==> src/rtl/design_parameters.sv <==
// ============================================================================
//  design_parameters
//  Project-wide default sizing constants shared across the EU blocks.
//  Revision: 1.0
// ============================================================================
`default_nettype none

`ifndef EU_IQUEUE_DEPTH
`define EU_IQUEUE_DEPTH 8
`endif

`default_nettype wire

==> src/rtl/pkg_dtypes.sv <==
// ============================================================================
//  pkg_dtypes
//  Shared datapath types for dispatch, instruction queues and EU operand caches.
//  Revision: 1.0
// ============================================================================
`default_nettype none

package pkg_dtypes;

    typedef enum logic [1:0] {
        OPM_REG  = 2'd0,
        OPM_IMM  = 2'd1,
        OPM_NONE = 2'd2,
        OPM_FWD  = 2'd3
    } type_opd_mode;

    typedef struct packed {
        logic [5:0]   opcode;
        type_opd_mode op0m;
        type_opd_mode op1m;
        logic [15:0]  imm;
        logic [2:0]   euidx;
        logic [4:0]   dst;
    } type_iqueue_entry;

    // Non-REG operand modes keep the cache's ybuf/xbuf requests quiet while idle.
    localparam type_iqueue_entry IQ_IDLE_ENTRY = '{
        opcode: 6'd0,
        op0m:   OPM_NONE,
        op1m:   OPM_NONE,
        imm:    16'd0,
        euidx:  3'd0,
        dst:    5'd0
    };

endpackage : pkg_dtypes

`default_nettype wire

==> src/rtl/eu_iqueue_ctrl.sv <==
// ============================================================================
//  eu_iqueue_ctrl
//  Pointer, occupancy, flag and head-age bookkeeping for the EU instruction queue.
//  Revision: 1.0
// ============================================================================
`default_nettype none

module eu_iqueue_ctrl #(
    parameter int DEPTH = 8,
    parameter int AGE_W = 8,
    parameter int PTR_W = $clog2(DEPTH),
    parameter int CNT_W = $clog2(DEPTH) + 1
) (
    input  logic             clk,
    input  logic             reset,
    input  logic             i_push_req,
    input  logic             i_pop_req,
    input  logic             i_flush,
    output logic             o_push_en,
    output logic [PTR_W-1:0] o_wptr,
    output logic [PTR_W-1:0] o_rptr,
    output logic [CNT_W-1:0] o_count,
    output logic             o_empty,
    output logic             o_full,
    output logic             o_ready,
    output logic             o_curr_valid,
    output logic [AGE_W-1:0] o_head_age
);

    localparam logic [AGE_W-1:0] c_age_max = {AGE_W{1'b1}};
    localparam logic [CNT_W-1:0] c_depth   = CNT_W'(DEPTH);

    logic [PTR_W-1:0] r_wptr;
    logic [PTR_W-1:0] r_rptr;
    logic [CNT_W-1:0] r_count;
    logic [AGE_W-1:0] r_age;
    logic [AGE_W-1:0] w_age_next;
    logic             w_empty;
    logic             w_full;
    logic             w_push;
    logic             w_pop;

    assign w_empty = (r_count == '0);
    assign w_full  = (r_count == c_depth);

    // Acceptance depends on full only, so a popping full queue still refuses this cycle.
    assign w_push = i_push_req & ~w_full  & ~i_flush;
    assign w_pop  = i_pop_req  & ~w_empty & ~i_flush;

    always_comb begin
        w_age_next = r_age;
        if (w_pop) begin
            w_age_next = '0;
        end else if (w_empty) begin
            w_age_next = w_push ? AGE_W'(1) : '0;
        end else if (r_age != c_age_max) begin
            w_age_next = r_age + AGE_W'(1);
        end
    end

    always_ff @(posedge clk) begin
        if (reset || i_flush) begin
            r_wptr  <= '0;
            r_rptr  <= '0;
            r_count <= '0;
            r_age   <= '0;
        end else begin
            if (w_push) r_wptr <= r_wptr + PTR_W'(1);
            if (w_pop)  r_rptr <= r_rptr + PTR_W'(1);
            if (w_push && !w_pop)      r_count <= r_count + CNT_W'(1);
            else if (w_pop && !w_push) r_count <= r_count - CNT_W'(1);
            r_age <= w_age_next;
        end
    end

    always_ff @(posedge clk) begin
        if (!reset) begin
            assert (r_count <= c_depth);
            assert (!(w_push && w_full));
        end
    end

    assign o_push_en    = w_push;
    assign o_wptr       = r_wptr;
    assign o_rptr       = r_rptr;
    assign o_count      = r_count;
    assign o_empty      = w_empty;
    assign o_full       = w_full;
    assign o_ready      = ~w_full;
    assign o_curr_valid = ~w_empty;
    assign o_head_age   = r_age;

endmodule : eu_iqueue_ctrl

`default_nettype wire

==> src/rtl/eu_iqueue.sv <==
// ============================================================================
//  eu_iqueue
//  In-order per-EU instruction FIFO feeding the operand cache; head retires on store.
//  Revision: 1.0
// ============================================================================
`default_nettype none

`ifndef EU_IQUEUE_DEPTH
`define EU_IQUEUE_DEPTH 8
`endif

module eu_iqueue
    import pkg_dtypes::*;
#(
    parameter int EU_IDX = 0,
    parameter int DEPTH  = `EU_IQUEUE_DEPTH,
    parameter int AGE_W  = 8
) (
    input  logic                      clk,
    input  logic                      reset,
    input  type_iqueue_entry          disp_instr_i,
    input  logic                      disp_valid_i,
    output logic                      disp_ready_o,
    output type_iqueue_entry          curr_instr_o,
    output logic                      curr_valid_o,
    input  logic                      instr_done_i,
    input  logic                      flush_i,
    output logic [$clog2(DEPTH):0]    count_o,
    output logic                      empty_o,
    output logic                      full_o,
    output logic [AGE_W-1:0]          head_age_o
);

    localparam int c_ptr_w = $clog2(DEPTH);

    type_iqueue_entry   r_mem [DEPTH];
    logic               w_push_en;
    logic [c_ptr_w-1:0] w_wptr;
    logic [c_ptr_w-1:0] w_rptr;
    logic               w_curr_valid;

    eu_iqueue_ctrl #(
        .DEPTH (DEPTH),
        .AGE_W (AGE_W)
    ) u_ctrl (
        .clk          (clk),
        .reset        (reset),
        .i_push_req   (disp_valid_i),
        .i_pop_req    (instr_done_i),
        .i_flush      (flush_i),
        .o_push_en    (w_push_en),
        .o_wptr       (w_wptr),
        .o_rptr       (w_rptr),
        .o_count      (count_o),
        .o_empty      (empty_o),
        .o_full       (full_o),
        .o_ready      (disp_ready_o),
        .o_curr_valid (w_curr_valid),
        .o_head_age   (head_age_o)
    );

    // Storage is deliberately not reset; validity lives entirely in the count.
    always_ff @(posedge clk) begin
        if (w_push_en) r_mem[w_wptr] <= disp_instr_i;
    end

    // Head is read from registered memory and pointer, never from the dispatch inputs.
    always_comb begin
        curr_instr_o = IQ_IDLE_ENTRY;
        if (w_curr_valid) begin
            curr_instr_o       = r_mem[w_rptr];
            curr_instr_o.euidx = 3'(EU_IDX);
        end
    end

    assign curr_valid_o = w_curr_valid;

endmodule : eu_iqueue

`default_nettype wire
==> config.mk <==
export PLATFORM = sky130hd
export DESIGN_NAME = eu_iqueue
export DESIGN_NICKNAME = d
export VERILOG_FILES = /design/src/rtl/design_parameters.sv /design/src/rtl/pkg_dtypes.sv /design/src/rtl/eu_iqueue_ctrl.sv /design/src/rtl/eu_iqueue.sv
export SDC_FILE = /design/constraint.sdc
export NUM_CORES = 1
export LEC_CHECK = 0
export ABC_AREA = 1
export BUFFER_PORTS_ARGS = -buffer_cell sky130_fd_sc_hd__buf_2
export CAP_MARGIN = 0
export CORE_MARGIN = 5
export CORE_UTILIZATION = 58
export CTS_CLUSTER_DIAMETER = 100
export DETAILED_ROUTE_END_ITERATION = 12
export GPL_TIMING_DRIVEN = 1
export PLACE_DENSITY = 0.8
export SLEW_MARGIN = 30
export SYNTH_ARGS = -nofsm -noshare
export SYNTH_HDL_FRONTEND = slang
export SYNTH_SLANG_ARGS = --single-unit
==> constraint.sdc <==
create_clock -name clk -period 6.55 [get_ports clk]
set_input_delay 0.655 -clock clk [delete_from_list [all_inputs] [get_ports clk]]
set_output_delay 0.655 -clock clk [all_outputs]
set_load 0.03 [all_outputs]
# After elaboration in Yosys (flattened, before gate mapping)
# Memory sizes are Yosys's and may differ from the RTL's. A register that Yosys moved wholly into a read port is not among the register bits.
# Cells that the tools add are included.
# op_classes
reduce_logical	9
bitwise	7
add_sub_neg	5
eq_ne	2
n_mux	10
# op_table
operator	count
34-bit two-way mux	1
8-bit two-way mux	2
8-bit by 1-bit adder with 8-bit output, second input constant	1
4-bit two-way mux	2
8-bit != test, second input constant	1
3-bit by 1-bit adder with 3-bit output, second input constant	2
3-bit two-way mux	2
4-bit by 1-bit adder with 4-bit output, second input constant	1
1-bit bitwise AND	4
4-bit equality test, second input constant	1
4-bit logical NOT	1
2-bit nonzero test	2
4-bit by 1-bit subtractor with 4-bit output, second input constant	1
1-bit two-way mux	3
1-bit NOT	3
1-bit logical AND	2
1-bit logical NOT	2
2-bit OR reduction	1
1-bit logical OR	1
# word_totals
memories	1
regBits	18
output_inout_bits	50
in_bits	39
ram_bits	272
elab_cells	38
# mem_list
name	words	word_bits	read_ports	rd_ports_with_merged_regs	write_ports	line	source
r_mem	8	34	1	1	1	eu_iqueue.sv:36	type_iqueue_entry r_mem [DEPTH];

# Logic depth before layout (Yosys ltp)
# Gate-level depths: netlist of the first run.
# depth
word_depth	8
depth_mapped	14

# Hierarchy
# From an unflattened synthesis of the first run, not the netlist that was laid out.
# hier_totals
cells_unflattened	1210
hier_area_um2	11896.4
# by_module_without_submodules
module	cells_per_inst	instances	seq_area_each_um2	area_each_um2
eu_iqueue	1077	1	7447.1	10860.4
eu_iqueue_ctrl	133	1	360.3	1036.0

# Least setup slack after synthesis of the first run
# Ideal clock, no wire load.
# synth_timing
path_kind	reg2reg
start	reg u_ctrl.r_count[0] (netlist: u_ctrl.o_count[0])
end	mem r_mem[1][0] (netlist name) (enable)
t_arrival_ns	3.345
path_stages_with_launch	5
n_path_buf	0
t_required_ns	6.092
period_less_slack_ns	3.802
slack_ns	2.748
setup_ns	0.458
cell_sequence	dfxtp_1 > nor2_1 > nand3_1 > nand2_2 > nor3_1
# synth_between
elab_chain_cells	6
# synth_rtl
element	line	source
start, declared	eu_iqueue_ctrl.sv:35	logic [CNT_W-1:0] r_count;
start signal, assigned	eu_iqueue_ctrl.sv:70	if (w_push && !w_pop) r_count <= r_count + CNT_W'(1);
start signal, assigned	eu_iqueue_ctrl.sv:71	else if (w_pop && !w_push) r_count <= r_count - CNT_W'(1);
4-bit equality test	eu_iqueue_ctrl.sv:44	assign w_full = (r_count == c_depth);
1-bit NOT	-	
named net disp_ready_o	eu_iqueue.sv:23	output logic disp_ready_o,
1-bit bitwise AND (2 in a row)	eu_iqueue_ctrl.sv:47	assign w_push = i_push_req & ~w_full & ~i_flush;
1-bit two-way mux	eu_iqueue.sv:64	if (w_push_en) r_mem[w_wptr] <= disp_instr_i;
1-bit two-way mux (not written as such)	eu_iqueue.sv:64	
end, declared	eu_iqueue.sv:36	
# The timed path passes the listed nets, and every way through them passes these cells.

==> results of run 1 <==
==> flip-flops by register name, indices dropped and copies added, names as in the netlist, named ones only <==
name               cells
r_mem                248
u_ctrl.o_head_age      8
u_ctrl.o_count         4
u_ctrl.o_wptr          3
u_ctrl.o_rptr          3
==> metrics by stage <==
| stage | hold slack [ns] | power (mW) | instance area [um2] | utilization |
|---|---|---|---|---|
| 2_1_floorplan | 0.463 | 2.10 | 11000 | - |
| 3_3_place_gp | 0.475 | 2.17 | 11500 | 0.617 |
| 3_5_place_dp | 0.482 | 2.18 | 11700 | 0.626 |
| 4_1_cts | 0.379 | 3.66 | 12500 | 0.673 |
| 5_1_grt | 0.386 | 3.76 | 12500 | 0.673 |
| 6_report | 0.394 | 3.64 | 12500 | 0.673 |
==> area by class of cell <==
type,instances,share of cell area
sequential,269,0.628
multi-input combinational,608,0.220
clock buffer,30,0.0548
timing repair buffer,100,0.0527
tap,234,0.0233
clock inverter,16,0.0142
inverter,25,0.00768
antenna,1,0.000199
==> worst register-to-register path, stage by stage, from the launching register on <==
cell and delay [ns]:
dfxtp_1 0.37, nor2_1 0.25, nand3_4 0.52, nand3b_1 0.42
ha_1 0.23, inv_1 0.11, ha_1 0.31, or2_2 0.31
nand2_1 0.07, nand2_1 0.05, nand2_1 0.05, nand2_1 0.06
a21oi_1 0.11
==> where the power goes <==
group,total (mW),switching [mW],internal [mW]
Combinational,0.250,0.182,0.0677
Clock,1.49,0.589,0.904
Sequential,1.90,0.00842,1.89
Total,3.64,0.780,2.86
==> per-layer routing <==
| layer | GRT usage | share of wire |
|---|---|---|
| met5 | 0 | 0.00057 |
| met1 | 0.257 | 0.39 |
| met4 | 0.0722 | 0.025 |
| met2 | 0.367 | 0.51 |
| met3 | 0.0343 | 0.068 |
==> cells by family after synthesis <==
family                   share of synthesized area
AND/OR/NAND/NOR                              0.155
buffers and inverters                       0.0380
flip-flops                                   0.717
XOR/XNOR                                   0.00240
AO/OA/AOI/OAI                               0.0781
other                                     0.000342
adder cells (fa/ha/maj)                    0.00867
==> cells in the mapped netlist, drive strengths merged (2+ instances only) <==
| cell | instances | area (um2) |
|---|---|---|
| ha | 6 | 75.1 |
| nand2 | 173 | 652 |
| nand3 | 49 | 250 |
| xor2 | 3 | 26.3 |
| nor2 | 193 | 732 |
| buf | 37 | 257 |
| dfxtp | 21 | 420 |
| nand3b | 2 | 18.8 |
| nor3 | 6 | 30.0 |
| o21ai | 121 | 606 |
| a211oi | 2 | 15.0 |
| edfxtp | 248 | 7450 |
| inv | 25 | 96.3 |
| clkbuf | 16 | 63.8 |
| a21oi | 43 | 215 |
==> path summary, 6_finish.rpt <==
| kind | from | to | slack [ns] | depth (start not counted) |
|---|---|---|---|---|
| worst max register to register | u_ctrl.o_count[0]$_SDFFE_PP0P_ | u_ctrl.o_count[3]$_SDFFE_PP0P_ | 3.63 | 12 |
| worst min-delay path | disp_instr_i[2] | r_mem[4][2]$_DFFE_PP_ | 0.39 | 1 |
| worst min register to register | u_ctrl.o_rptr[1]$_SDFFE_PP0P_ | register | 0.50 | 2 |
| worst max-delay path | register | curr_instr_o[13] | 2.66 | 9 |
==> results.yml, run 1 <==
run_status:
  status: "finished, final reports clean"
placed_design:
  hpwlAfterDp_um: 12400
  preCtsSetupSlack_ns: 3.24
  routabilityCongestion: 0.752
  io_buffers: 82
  placed_cells: 1236
timing:
  hold_viol_final: 0
  setup_repair_after_global_routing_missed_its_margin: "no"
  max_slew_margin: 0.358
  worst_slew_pin_slew_ns: 0.964
  maxSlewViolCount: 0
  fin_worst_skew_ns: 0.0109
  finalCritPeriodShare: 0.594
  final_critical_path_setup_slack_ns: 2.66
  timing.fmax_mhz: 257
  report.final.setup_viol: 0
  finalWorstPathRequiredPeriod_ns: 3.89
  totalNegativeSetupSlack_ns: 0
synth:
  number_of_instances_in_the_synthesized_netlist: 953
  synth.lib_cells_used.distinct: 34
  synth-edff-count: 248
  synth-main-ff-cell: "edfxtp_1"
  avgSynthCellArea_um2: 11.5
  synthesis.yosys.warnings: 0
  synth.yosys.seq_area_share: 0.717
  mappedNetlistArea_um2: 11000
  synth.ff_latch_count: 269
  synth-async-reset-ratio: 0
global_route:
  grt_pass1_wl_um: 35700
  grt_max_degree: 94
  grt_antenna_before_repair: 1
  grt-ovfl-total: 0
  grt_pass1_vias: 7021
  track_usage: 0.206
detailed_routing:
  first_pass_iters: 4
  routed_wire_per_std_cell_um: 17.7
  via_count: 7184
  detail_route.wirelength_um: 22700
  routed_via_density: 5.60
  final_antenna_net_count: 0
  initial_drc_count: 557
  drc_errors: 0
critical_path:
  data_required_time_of_the_critical_path_ns: 5.89
  timing.critical_path.to_type: "output pin"
  worst-setup-path-type: "reg -> out"
  critical_path_peak_fanout: 63
  worst_path_dominant_cell_family: "buffers and inverters"
  timing.critical_path.arrival_ns: 3.24
  timing.critical_path.from_type: "register"
  cp_slowest_cell: "buf_4"
  crit_chain: "buf_4 -> inv_2 -> buf_4 -> nor2_1 -> o21ai_1 -> nand3_1 -> nand2_1 -> nor2_1 -> buf_2"
  crit_path_max_incr_delay_ns: 0.60
  worst-path-buf-inv: 4
cells_and_area:
  n_fill_cell: 1247
  design.final.nets: 1076
  flow.area_growth_from_synthesis_pct: 14.4
  seq_area_um2: 7870
  fin_cells: 1283
  final_cell_mix: "248 x edfxtp_1, 188 x nor2_1, 172 x nand2_1"
  drive_gt1_frac: 0.150
  layout.cells.most_common: "edfxtp_1"
  area_used_by_multi_input_combinational_logic_um2: 2760
cts:
  ctsResizeCount: 0
  cts_setup_buffers: 0
  clk-insertion-delay-late_ns: 0.53
  clk_transition_reported_paths_ns: 0.07
  post_cts_hold_buffer_count: 0
  clock-sinks: 269
  cts_tree: "done"
  cts.htree.levels: 1
  cts_made_buffers: 26
  clock_tree.root_cell: "clkbuf_16"
  clock_path_buffers: 3
floorplanning:
  num_rows: 50
  core_area_um2: 18600
  dieArea_um2: 21800
  chipHeight_um: 148
  io_pins: 89
  die_width_um: 148
  initial_core_utilization: 0.588
power:
  leakagePower_nw: 4.58
  ir_worst_vdd_v: 0.000207
  pwr_density_nw_per_um2: 290
min_path:
  worst_hold_path_type: "in -> reg"
job:
  drv_cap: 0
No activity file was read; power rests on OpenSTA's default activity.
==> run 2, diff against run 1 <==
==> constraint.sdc (replaced) <==
create_clock -name clk -period 3.7 [get_ports clk]
set_input_delay 0.37 -clock clk [delete_from_list [all_inputs] [get_ports clk]]
set_output_delay 0.37 -clock clk [all_outputs]
set_load 0.03 [all_outputs]
==> run 2 against run 1 <==
- non-clock buffer count decreased by 1
- clock power increased by 83%
- sequential share of layout area increased by 0.27 points
- count of clock-buffer cells in the layout decreased by 3
- global-route usage increased by 0.23 points
- wire length increased by 2.1%
- final area decreased by 0.43%
- critical path depth decreased by 3
- critical path type unchanged
==> results.yml, run 2 (synthesized netlist as in run 1, its figures left out) <==
run_status:
  status: "finished, final reports clean"
detailed_routing:
  initial_drc_count: 684
  first_pass_iters: 5
  via_count: 7190
  routed_via_density: 5.60
  final_antenna_net_count: 0
  detail_route.wirelength_um: 23100
  drc_errors: 0
  routed_wire_per_std_cell_um: 18.0
timing:
  setup_repair_after_global_routing_missed_its_margin: "no"
  timing.fmax_mhz: 305
  worst_slew_pin_slew_ns: 0.808
  maxSlewViolCount: 0
  hold_viol_final: 0
  report.final.setup_viol: 0
  fin_worst_skew_ns: 0.00738
  finalWorstPathRequiredPeriod_ns: 3.28
  max_slew_margin: 0.461
  timing.hold.ws_ns: 0.0965
  finalCritPeriodShare: 0.886
floorplanning:
  num_rows: 50
  chipHeight_um: 148
  initial_core_utilization: 0.588
  io_pins: 89
  core_area_um2: 18600
  dieArea_um2: 21800
  die_width_um: 148
power:
  ir_worst_vdd_v: 0.000419
  pwr_density_nw_per_um2: 522
  leakagePower_nw: 4.58
cells_and_area:
  final_cell_mix: "248 x edfxtp_1, 188 x nor2_1, 172 x nand2_1"
  finalCoreUtilization: 0.670
  drive_gt1_frac: 0.154
  flow.area_growth_from_synthesis_pct: 13.9
  layout.cells.most_common: "edfxtp_1"
  number_of_flip_flops_in_the_largest_register: 248
  design.final.nets: 1076
  top_register: "r_mem"
  num_antenna_cells: 0
placed_design:
  io_buffers: 82
  routabilityCongestion: 0.759
  hpwlAfterDp_um: 12400
cts:
  clock_path_buffers: 3
  clock-sinks: 269
  clk-insertion-delay-late_ns: 0.53
  post_cts_hold_buffer_count: 0
  cts_made_buffers: 27
  clock_tree.root_cell: "clkbuf_16"
  cts_tree: "done"
  cts.htree.levels: 1
  cts_setup_buffers: 0
  clk_transition_reported_paths_ns: 0.06
  ctsResizeCount: 0
critical_path:
  cp_slowest_cell: "dfxtp_4"
  data_required_time_of_the_critical_path_ns: 3.33
  cpMostUsedCell: "o21ai_0"
  worst-path-buf-inv: 2
  crit_path_max_incr_delay_ns: 0.78
  crit_chain: "buf_4 -> o21ai_0 -> o21ai_0 -> a21oi_1 -> nor2_1 -> buf_2"
  worst_path_dominant_cell_family: "buffers and inverters"
  worst-setup-path-type: "reg -> out"
  timing.critical_path.from_type: "register"
  critical_path_peak_fanout: 64
  timing.critical_path.arrival_ns: 2.91
  timing.critical_path.to_type: "output pin"
job:
  drv_cap: 0
global_route:
  grt_antenna_before_repair: 1
  grt_max_degree: 78
  grt_pass1_wl_um: 36100
  grt_pass1_vias: 6953
  grt-ovfl-total: 0
  track_usage: 0.209
min_path:
  worst_hold_path_type: "in -> reg"
run 2: cell types whose count changed in the layout (fill, tap and decap cells not counted), moves of 2 or more:
cell / before / now
clkinv_2: 7 / 10
buf_8: 2 / 0
buf_16: 5 / 0
buf_12: 0 / 3
clkbuf_1: 3 / 0
buf_4: 11 / 14
run 2: final timing paths:
kind | from | endpoint | slack (ns) | cells after the start
max reg2reg | u_ctrl.o_count[0]$_SDFFE_PP0P_ | r_mem[0][0]$_DFFE_PP_ | 1.27 | 7
min reg2reg | u_ctrl.o_wptr[0]$_SDFFE_PP0P_ | u_ctrl.o_wptr[0]$_SDFFE_PP0P_ | 0.49 | 2
max | register | curr_instr_o[24] | 0.42 | 6
min | disp_instr_i[15] | r_mem[0][15]$_DFFE_PP_ | 0.1 | 1
run 2: metrics by stage:
| stage | cells | power [mW] | instance area [um2] | setup WS [ns] | setup TNS [ns] |
|---|---|---|---|---|---|
| detailed placement | 1235 | 3.87 | 11600 | 0.983 | 0 |
| CTS | 1285 | 6.56 | 12500 | 0.427 | 0 |
| global placement | 1235 | 3.85 | 11600 | 1.04 | 0 |
| finish | 1285 | 6.53 | 12500 | 0.423 | 0 |
| global route | 1285 | 6.73 | 12500 | 0.207 | 0 |
| floorplan | 955 | 3.72 | 11000 | -0.102 | -12.71 |
run 2: area by class of cell:
type | instances | area [um2]
Inverter | 25 | 96.3
Timing Repair Buffer | 99 | 576
Multi-Input combinational cell | 608 | 2750
Sequential cell | 269 | 7870
Clock buffer | 27 | 676
Clock inverter | 23 | 230
Fill cell | 1277 | 6150
Tap cell | 234 | 293
run 2: routing by layer:
metal / GRT usage / wire (um) / vias up
li1: - / - / 3457
met1: 0.271 / 9440 / 3431
met2: 0.366 / 11800 / 255
met3: 0.0291 / 1370 / 45
met4: 0.0657 / 569 / 2
met5: 0 / 13 / -
run 2: power breakdown:
part / total [mW] / switching [mW] / leakage, nW / internal (mW)
Clock: 2.72 / 1.10 / 0.452 / 1.62
Combinational: 0.437 / 0.321 / 1.72 / 0.116
Sequential: 3.37 / 0.0192 / 2.41 / 3.35
Total: 6.53 / 1.44 / 4.58 / 5.08
==> run 3, diff against run 2 <==
--- a/config.mk
+++ b/config.mk
@@ -9,11 +9,12 @@
 export BUFFER_PORTS_ARGS = -buffer_cell sky130_fd_sc_hd__buf_2
 export CAP_MARGIN = 0
 export CORE_MARGIN = 5
-export CORE_UTILIZATION = 58
+export CORE_UTILIZATION = 30
 export CTS_CLUSTER_DIAMETER = 100
 export DETAILED_ROUTE_END_ITERATION = 12
+export GPL_ROUTABILITY_DRIVEN = 0
 export GPL_TIMING_DRIVEN = 1
-export PLACE_DENSITY = 0.8
+export PLACE_DENSITY = 0.48
 export SLEW_MARGIN = 30
 export SYNTH_ARGS = -nofsm -noshare
 export SYNTH_HDL_FRONTEND = slang
==> run 3 against run 2 <==
- maximum frequency rose by 14%
- core utilization fell by 32 points
- worst setup slack improved by 0.40 ns
- first-iteration DRC count fell by 51%
- via count fell by 3.5%
- clock power rose by 8.8%
- critical path type unchanged
- largest cell class unchanged
==> results.yml, run 3 (synthesized netlist as in run 1, its figures left out) <==
cts:
  cts_made_buffers: 31
  clk-insertion-delay-late_ns: 0.54
  clk_transition_reported_paths_ns: 0.06
  cts_setup_buffers: 0
  clock_path_buffers: 3
  clock-sinks: 269
  cts.htree.levels: 1
  ctsResizeCount: 0
  post_cts_hold_buffer_count: 0
  clock_tree.root_cell: "clkbuf_16"
  cts_tree: "done"
job:
  drv_cap: 0
global_route:
  grt_pass1_vias: 6829
  grt-ovfl-total: 0
  grt_max_degree: 125
  grt_antenna_before_repair: 2
  grt_pass1_wl_um: 40200
  track_usage: 0.125
power:
  leakagePower_nw: 4.62
  fraction_of_power_consumed_by_sequential_logic: 0.495
  ir_worst_vdd_v: 0.000351
  combinationalPowerShare: 0.067
  totalPowerFinal_mw: 6.78
  clock_power_share: 0.437
  cell_internal_pwr_mw: 5.26
  total_switching_power_mw: 1.52
  swShare: 0.224
  pwr_density_nw_per_um2: 526
floorplanning:
  core_area_um2: 36300
  chipHeight_um: 201
  initial_core_utilization: 0.302
  num_rows: 70
  dieArea_um2: 40500
  die_width_um: 201
  io_pins: 89
timing:
  maxSlewViolCount: 0
  fin_worst_skew_ns: 0.0123
  hold_viol_final: 0
  final_critical_path_setup_slack_ns: 0.819
  report.final.setup_viol: 0
  timing.fmax_mhz: 347
  timing.hold.ws_ns: 0.0941
  totalNegativeSetupSlack_ns: 0
  finalWorstPathRequiredPeriod_ns: 2.88
  max_slew_margin: 0.465
  finalCritPeriodShare: 0.779
  worst_slew_pin_slew_ns: 0.803
  setup_repair_after_global_routing_missed_its_margin: "no"
cells_and_area:
  drive_gt1_frac: 0.152
  n_fill_cell: 3558
  layout.cells.most_common: "edfxtp_1"
  finalCoreUtilization: 0.355
  top_register: "r_mem"
  design.final.nets: 1082
  final_cell_mix: "248 x edfxtp_1, 188 x nor2_1, 172 x nand2_1"
  flow.area_growth_from_synthesis_pct: 17.5
  number_of_flip_flops_in_the_largest_register: 248
detailed_routing:
  initial_drc_count: 335
  final_antenna_net_count: 0
  via_count: 6935
  first_pass_iters: 4
  routed_wire_per_std_cell_um: 17.1
  detail_route.wirelength_um: 26200
  routed_via_density: 4.54
  drc_errors: 0
critical_path:
  data_required_time_of_the_critical_path_ns: 3.33
  timing.critical_path.to_type: "output pin"
  crit_chain: "buf_4 -> o21ai_0 -> o21ai_1 -> a21oi_1 -> nor2_1 -> buf_2"
  worst-setup-path-type: "reg -> out"
  cp_slowest_cell: "buf_4"
  timing.critical_path.arrival_ns: 2.51
  timing.critical_path.from_type: "register"
  critical_path_peak_fanout: 62
  crit_path_max_incr_delay_ns: 0.63
run_status:
  status: "finished, final reports clean"
placed_design:
  preCtsSetupSlack_ns: 1.17
  hpwlAfterDp_um: 13700
  io_buffers: 82
min_path:
  worst_hold_path_type: "in -> reg"
## run 3: cell count changes in the layout (fill, tap and decap cells not counted)
cell	previous run	this run
inv_1	23	22
clkinv_4	1	0
buf_4	14	16
inv_4	1	2
clkbuf_1	0	4
clkinv_8	1	0
diode_2	0	1
clkinv_1	5	11
clkbuf_16	27	31
clkinv_2	10	4
## run 3: power by group through the flow
stage	Combinational [mW]	Clock, mW	Sequential, mW
final	0.458	2.96	3.36
after global routing	0.510	3.17	3.36
after CTS	0.471	3.05	3.36
after detailed placement	0.470	0	3.42
after global placement	0.466	0	3.42
after floorplan	0.289	0	3.43
## run 3: worst paths after layout
kind                            cells past startpoint  slack, ns                      startpoint                             to
worst max-delay path                                6       0.82                        register                curr_instr_o[8]
worst min-delay path                                1       0.09                disp_instr_i[33]         r_mem[1][33]$_DFFE_PP_
worst max register to register                      7       1.25  u_ctrl.o_count[0]$_SDFFE_PP0P_         r_mem[0][22]$_DFFE_PP_
worst min register to register                      2       0.48   u_ctrl.o_wptr[0]$_SDFFE_PP0P_  u_ctrl.o_wptr[0]$_SDFFE_PP0P_
## run 3: through the flow
stage / instance area (um2) / std cells
after detailed placement: 11900 / 1471
after global placement: 11900 / 1471
final: 12900 / 1528
after floorplan: 11000 / 955
after global routing: 12900 / 1527
after CTS: 12900 / 1527
## run 3: final cells by class
class | count | area (um2) | share of cell area
Sequential cell | 269 | 7870 | 0.611
Multi-Input combinational cell | 608 | 2750 | 0.213
Clock buffer | 35 | 791 | 0.0614
Timing Repair Buffer | 101 | 591 | 0.0458
Tap cell | 468 | 586 | 0.0454
Clock inverter | 21 | 198 | 0.0153
Inverter | 25 | 98.8 | 0.00767
Antenna cell | 1 | 2.50 | 0.000194
## run 3: critical path: cells and delay by family, from the launching register on
kind / cells / cell delay [ns]
AOI/OAI and AO/OA: 3 / 0.42
buffers and inverters: 2 / 0.89
DFF: 1 / 0.35
and+or+nand+nor: 1 / 0.29
## run 3: per-layer routing
metal / track usage / wire length, um / vias to the layer above
li1: - / - / 3470
met1: 0.167 / 11900 / 3311
met2: 0.214 / 12600 / 122
met3: 0.0256 / 1250 / 30
met4: 0.0225 / 362 / 2
met5: 0 / 19 / -
